<file path="src/rtl/bin_to_bcd_seq.sv">
// Sequential 16-bit binary to 5-digit packed BCD converter (double dabble).
// One shift-add-3 iteration per clock; a conversion takes 16 CONVERT cycles,
// one DONE cycle, and the result appears together with a one-cycle done pulse.
// Optional feature macro: BIN_TO_BCD_BLANK_EN enables the leading-zero blank
// mask on digit_blank; without it digit_blank is tied to zero.
//
// state      | meaning
// -----------+------------------------------------------------------------
// ST_IDLE    | waiting for start; bin_in is latched on the accepting edge
// ST_CONVERT | 16 shift-add-3 iterations, busy high
// ST_DONE    | scratch holds the final BCD; bcd_out/done update on exit
module bin_to_bcd_seq (
  input  logic        clock,
  input  logic        reset,
  input  logic        start,
  input  logic [15:0] bin_in,
  output logic        busy,
  output logic        done,
  output logic [19:0] bcd_out,
  output logic [4:0]  digit_blank
);

  localparam logic [1:0] ST_IDLE    = 2'd0;
  localparam logic [1:0] ST_CONVERT = 2'd1;
  localparam logic [1:0] ST_DONE    = 2'd2;

  logic [1:0]  state;
  logic [15:0] bin_sr;
  logic [19:0] scratch;
  logic [4:0]  count;
  logic [19:0] adjusted;
  logic [19:0] shifted;
  logic        done_q;
  logic [19:0] bcd_q;

  // Add-3 correction on every scratch nibble that would overflow a decimal
  // digit after the next doubling.
  always_comb begin
    adjusted = scratch;
    for (int i = 0; i < 5; i++) begin
      if (scratch[4*i +: 4] >= 4'd5) begin
        adjusted[4*i +: 4] = scratch[4*i +: 4] + 4'd3;
      end
    end
    shifted = {adjusted[18:0], bin_sr[15]};
  end

  // Control FSM, iteration counter, shift registers and the result register.
  // bcd_out and done are registered on leaving DONE so the result lands 17
  // edges after the sampling edge and a held start repeats every 18 cycles.
  always_ff @(posedge clock or posedge reset) begin
    if (reset) begin
      state   <= ST_IDLE;
      bin_sr  <= 16'd0;
      scratch <= 20'd0;
      count   <= 5'd0;
      done_q  <= 1'b0;
      bcd_q   <= 20'd0;
    end else begin
      done_q <= 1'b0;
      case (state)
        ST_IDLE: begin
          if (start) begin
            bin_sr  <= bin_in;
            scratch <= 20'd0;
            count   <= 5'd0;
            state   <= ST_CONVERT;
          end
        end
        ST_CONVERT: begin
          scratch <= shifted;
          bin_sr  <= {bin_sr[14:0], 1'b0};
          count   <= count + 5'd1;
          if (count == 5'd15) begin
            state <= ST_DONE;
          end
        end
        ST_DONE: begin
          bcd_q  <= scratch;
          done_q <= 1'b1;
          state  <= ST_IDLE;
        end
        default: state <= ST_IDLE;
      endcase
    end
  end

  assign busy    = (state == ST_CONVERT);
  assign done    = done_q;
  assign bcd_out = bcd_q;

`ifdef BIN_TO_BCD_BLANK_EN
  logic [4:0] blank_next;
  logic [4:0] blank_q;

  // A digit blanks when it and every more significant digit are zero; the
  // units digit is never blanked so a zero result still shows "0".
  always_comb begin
    blank_next    = 5'b00000;
    blank_next[4] = (scratch[19:16] == 4'd0);
    blank_next[3] = blank_next[4] && (scratch[15:12] == 4'd0);
    blank_next[2] = blank_next[3] && (scratch[11:8]  == 4'd0);
    blank_next[1] = blank_next[2] && (scratch[7:4]   == 4'd0);
  end

  // Blank mask is loaded on the same edge as bcd_out; reset matches a zero result.
  always_ff @(posedge clock or posedge reset) begin
    if (reset) begin
      blank_q <= 5'b11110;
    end else if (state == ST_DONE) begin
      blank_q <= blank_next;
    end
  end

  assign digit_blank = blank_q;
`else
  assign digit_blank = 5'b00000;
`endif

endmodule
</file>
<file path="config.mk">
export PLATFORM = sky130hd
export DESIGN_NAME = bin_to_bcd_seq
export DESIGN_NICKNAME = d
export VERILOG_FILES = /design/src/rtl/bin_to_bcd_seq.sv
export SDC_FILE = /design/constraint.sdc
export NUM_CORES = 1
export LEC_CHECK = 0
export CORE_MARGIN = 4
export CORE_UTILIZATION = 40
export CTS_BUF_LIST = sky130_fd_sc_hd__clkbuf_4 sky130_fd_sc_hd__clkbuf_8
export CTS_CLUSTER_SIZE = 30
export DETAILED_ROUTE_END_ITERATION = 16
export GPL_TIMING_DRIVEN = 0
export PLACE_DENSITY = 0.67
export SYNTH_ARGS = -nofsm -noshare
export SYNTH_HDL_FRONTEND = slang
export SYNTH_SLANG_ARGS = --single-unit
</file>
<file path="constraint.sdc">
create_clock -name clock -period 4.89 [get_ports clock]
set_clock_uncertainty 0.15 [all_clocks]
set_input_delay 0.489 -clock clock [delete_from_list [all_inputs] [get_ports clock]]
set_output_delay 0.489 -clock clock [all_outputs]
set_load 0.02 [all_outputs]
</file>
# Yosys cells after proc, flatten, opt, wreduce, memory -nomap -nowiden
# Index checks and enable logic that the tools add are counted.
[classes] add_sub_neg=6 div_mod_pow=0 n_lt_le_gt_ge=5 n_eq_ne=5 n_shift=0 multipliers=0 bitwise_logic=0 n_mux=15 n_reduce_logical=4
[ops] operator="case mux 20 bit (2 select lines)" n=1
[ops] operator="case mux 16 bit (2 select lines)" n=1
[ops] operator="greater-or-equal comparator 4 x 3 -> 1 bit (second input constant)" n=5
[ops] operator="two-way mux 20 bit" n=1
[ops] operator="adder 4 x 2 -> 4 bit (second input constant)" n=4
[ops] operator="two-way mux 16 bit" n=1
[ops] operator="two-way mux 4 bit" n=4
[ops] operator="case mux 5 bit (2 select lines)" n=1
[ops] operator="adder 5 x 1 -> 5 bit (second input constant)" n=1
[ops] operator="equality test 5 x 4 -> 1 bit (second input constant)" n=1
[ops] operator="two-way mux 5 bit" n=1
[ops] operator="two-way mux 2 bit" n=2
[ops] operator="case mux 2 bit (2 select lines)" n=1
[ops] operator="AND reduction 2 bit" n=2
[ops] operator="adder 3 x 2 -> 3 bit (second input constant)" n=1
[ops] operator="two-way mux 3 bit" n=1
[ops] operator="equality test 2 x 1 -> 1 bit (second input constant)" n=1
[ops] operator="equality test 2 bit (second input constant)" n=1
[ops] operator="zero test 2 bit" n=1
[ops] operator="inequality test 2 x 1 -> 1 bit (second input constant)" n=1
[ops] operator="inequality test 2 bit (second input constant)" n=1
[ops] operator="nonzero test 2 bit" n=1
[ops] operator="two-way mux 1 bit" n=1
[totals] mem_count=0 register_bits=64 ramBits=0 word_cells=41 latch_bits=0 inputBits=19 out_inout_bits=27 mem_bits_ro=0

# Logic depth before layout (Yosys ltp)
[logic_depth] word_depth=3 depth_mapped=6 ltp_nobuf=6

# Worst setup path after synthesis
# OpenSTA, ideal clock, no wires.
[synth_timing] path_type="flip-flop to output port" start="register state[1]" end="output busy" t_arrival_ps=1020 slack_ps=3231 n_path_buf=2 stages_incl_launch_ff=5 path_cell_list="dfrtp_1 -> nand2b_1 -> buf_4 -> inv_2 -> buf_2"
[synth_between] elab_chain_cells=1
[synth_lines] item="from (decl)" line_no="27" rtl="logic [1:0] state;"
[synth_lines] item="from (signal assigned)" line_no="53" rtl="state <= ST_IDLE;"
[synth_lines] item="from (signal assigned)" line_no="67" rtl="state <= ST_CONVERT;"
[synth_lines] item="from (signal assigned)" line_no="75" rtl="state <= ST_DONE;"
[synth_lines] item="equality test 2 x 1 -> 1 bit" line_no="88" rtl="assign busy = (state == ST_CONVERT);"
[synth_lines] item="to (decl)" line_no="17" rtl="output logic busy,"
# Every way passes these cells.

# Worst setup path after layout
# Same ends and word-level chain as after synthesis.

==> impl_metrics.tcl <==
set metrics [dict create \
    gp_congestion 0.833 \
    yosys-top-cells-count "dfrtp_1, a21oi_1, o21ai_0" \
    crit_chain "nand2b_1 -> buf_4 -> inv_2 -> buf_2 -> clkdlybuf4s50_1" \
    p_total_w 0.00228 \
    die_y_um 95.4 \
    stdcell_area_sq_mm 0.00384 \
    period_needed_ns 2.92 \
    final_util_pct 52.4 \
    finalNetCount 371 \
    route.vias.total 2303 \
    rsz0062_at_grt "false" \
    tns_ns 0 \
    cpPeakStageDelay_ns 0.66 \
    cts_tree "built" \
    dpl.hpwl_um 4400 \
    core-area_sq_mm 0.00733 \
    via_per_inst 5.19 \
    slew_violations 0 \
    drive_gt1_share_pct 13.0 \
    fin_crit_sh_pct 59.7 \
    cts.reportedPaths.clkPinSlew_ns 0.07 \
    synth_area_sq_mm 0.00305 \
    startpoint_type "flip-flop" \
    cp.required_ns 4.25 \
    synth-xor-area-share_pct 2.01 \
    clockBufferDepth 2 \
    yosysMostFrequentCell "dfrtp_1" \
    crit_type "flip-flop to output pin" \
    reg2reg_slack_ns 3.14 \
    std_cell_rows 31 \
    postCtsSetupBuffers 0 \
    fillers 679 \
    dieArea_sq_mm 0.00910 \
    first_pass_iters 5 \
    worst_pin_slew_ns 0.637 \
    grt_usage_pct 15.9 \
    grt_start_max_net_pins 36 \
    synth_warnings 0 \
    io_buffers 40 \
    die_w_um 95.4 \
    cts_made_buffers 9 \
    synth_area_leader_cell "dfrtp_1" \
    grt_pass1_wl_um 11200 \
    synth_cell_types 37 \
    cts.root.buffer_cell "clkbuf_8" \
    path_delay_family "buffers and inverters" \
    status "finished clean" \
    synth-seq-cells 64 \
    netlist_instances 284 \
    initial_core_util_pct 41.7 \
    p_per_area_mw_per_mm2 594 \
    ys_seq_area_share_pct 52.4 \
    worstSkewPairLatency_ns 0.34 \
    yosys.area_share.simple_pct 8.97 \
    maxCapViolations 0 \
    synthAdderAreaFrac_pct 4.92 \
    synthFlopType "dfrtp_1" \
    overflow 0 \
    cts_hold_buf 0 \
    cp.arrival_ns 2.28 \
    synthTopCellsByArea "dfrtp_1, ha_1, a21oi_1" \
    initialDrtViolationCount 94 \
    worstHoldPathType "flip-flop to flip-flop" \
    n_antenna_cell 0 \
    post_drt_wl_per_cell_um 14.7 \
    syn2layout_area_growth_pct 25.8 \
    clock-sinks 64 \
    cts_resized 0 \
    fmax_mhz 343 \
    max_slew_margin_pct 57.5 \
    synth_edf_count 0 \
    dpl_cell_area_sq_mm 0.00361 \
    drcViolationCount 0 \
    routed_wl_um 6540 \
    avgSynthCellArea_sq_um 10.8 \
    critPathCaptureType "output pin" \
    synth_compound_area_share_pct 20.1 \
    synthMuxAreaShare_pct 5.65 \
    drtAntennaViolNets 0 \
    ir_drop_v 0.000214 \
    antenna_found_initial 0 \
    setup_viol 0 \
    hold_violations 0 \
    synth_top_family_by_area "compound AO/OA/AOI/OAI gates" \
    cp_num_buf_inv 4 \
    cp_max_fo 10 \
    grt_pass1_vias 2281 \
    htreeDepth 3 \
    synth_top_area_share_pct 52.4 \
    ios 46 \
    leakagePower_nw 1.76 \
    cp_slowest_cell "clkdlybuf4s50_1" \
    synthArstFlopShare_pct 100 \
]
==> sequential cells by signal, indices dropped and copies added (netlist names) <==
register  count
bcd_out      20
bin_sr       16
count         5
done          1
scratch      20
state         2
==> report_power, final <==
part           total (W)  internal, W  switching [W]  leakage [nW]
Combinational   0.000916     0.000434       0.000482         0.799
Clock           0.000519     0.000304       0.000215         0.117
Sequential      0.000846     0.000713       0.000133         0.841
==> worst paths after layout <==
kind | cells past startpoint | from | to
worst max-delay path | 5 | state[1] | busy
worst min-delay path | 2 | bcd_out[9] | bcd_out[9]
worst max register to register | 6 | scratch[4] | scratch[6]
worst min register to register | 2 | bcd_out[9] | bcd_out[9]
max in group asynchronous | 3 | reset | count[0]
min in group asynchronous | 2 | reset | scratch[2]
==> cell type report <==
class                           count  area (sq um)  share of cell area (%)
Sequential cell                    64          1600                    41.7
Multi-Input combinational cell    189          1290                    33.6
Inverter                           15          56.3                    1.47
Timing Repair Buffer               41           420                    10.9
Tap cell                           99           124                    3.22
Clock buffer                       10           138                    3.58
Buffer                             20           120                    3.13
Clock inverter                      6          91.3                    2.38
==> per-layer routing <==
metal / global-route usage [%] / wire, um / vias to the layer above
met3: 5.29 / 336 / 2
met5: 0 / 0 / -
met2: 25.2 / 3040 / 53
met4: 3.91 / 29 / 0
met1: 21.1 / 3130 / 1127
li1: - / - / 1121
==> tightest hold or removal path, stage by stage, from the launching register on <==
cell	delay, ns
dfrtp_1	0.34
nand2_1	0.04
o21ai_0	0.06
==> cell usage in the layout (no fill, tap or decap), types with 6 or more instances in the layout <==
master,netlist,routed
a22oi_1,14,14
mux2_2,9,9
o22ai_1,8,8
dfrtp_1,64,64
ha_1,12,12
a22o_1,7,7
o21ai_1,11,11
nor2b_1,13,13
a21oi_1,23,23
inv_1,14,13
clkdlybuf4s50_1,0,40
nand2b_1,7,7
buf_4,8,8
o21ai_0,23,23
clkbuf_8,0,10
mux2i_1,6,6
nand2_1,15,15
==> kinds of logic (layout without fill, tap and decap cells) <==
| family | count (synthesis) | count (layout) |
|---|---|---|
| muxes | 16 | 16 |
| and+or+nand+nor | 50 | 50 |
| AOI/OAI and AO/OA | 99 | 99 |
| other | 1 | 5 |
| adders and majority gates | 12 | 12 |
| xor gates and xnor gates | 7 | 7 |
| buffers and inverters | 35 | 92 |
| DFF | 64 | 64 |
==> metrics by stage <==
stage                     hold WS (ns)  cells  setup WS [ns]
after CTS                        0.338    444           1.95
after floorplan                  0.305    288           2.65
final                            0.329    444           1.97
after global placement           0.311    427           1.49
after global routing             0.363    444           1.85
after detailed placement         0.321    428           2.33
Power figures use the tool's default switching activity.
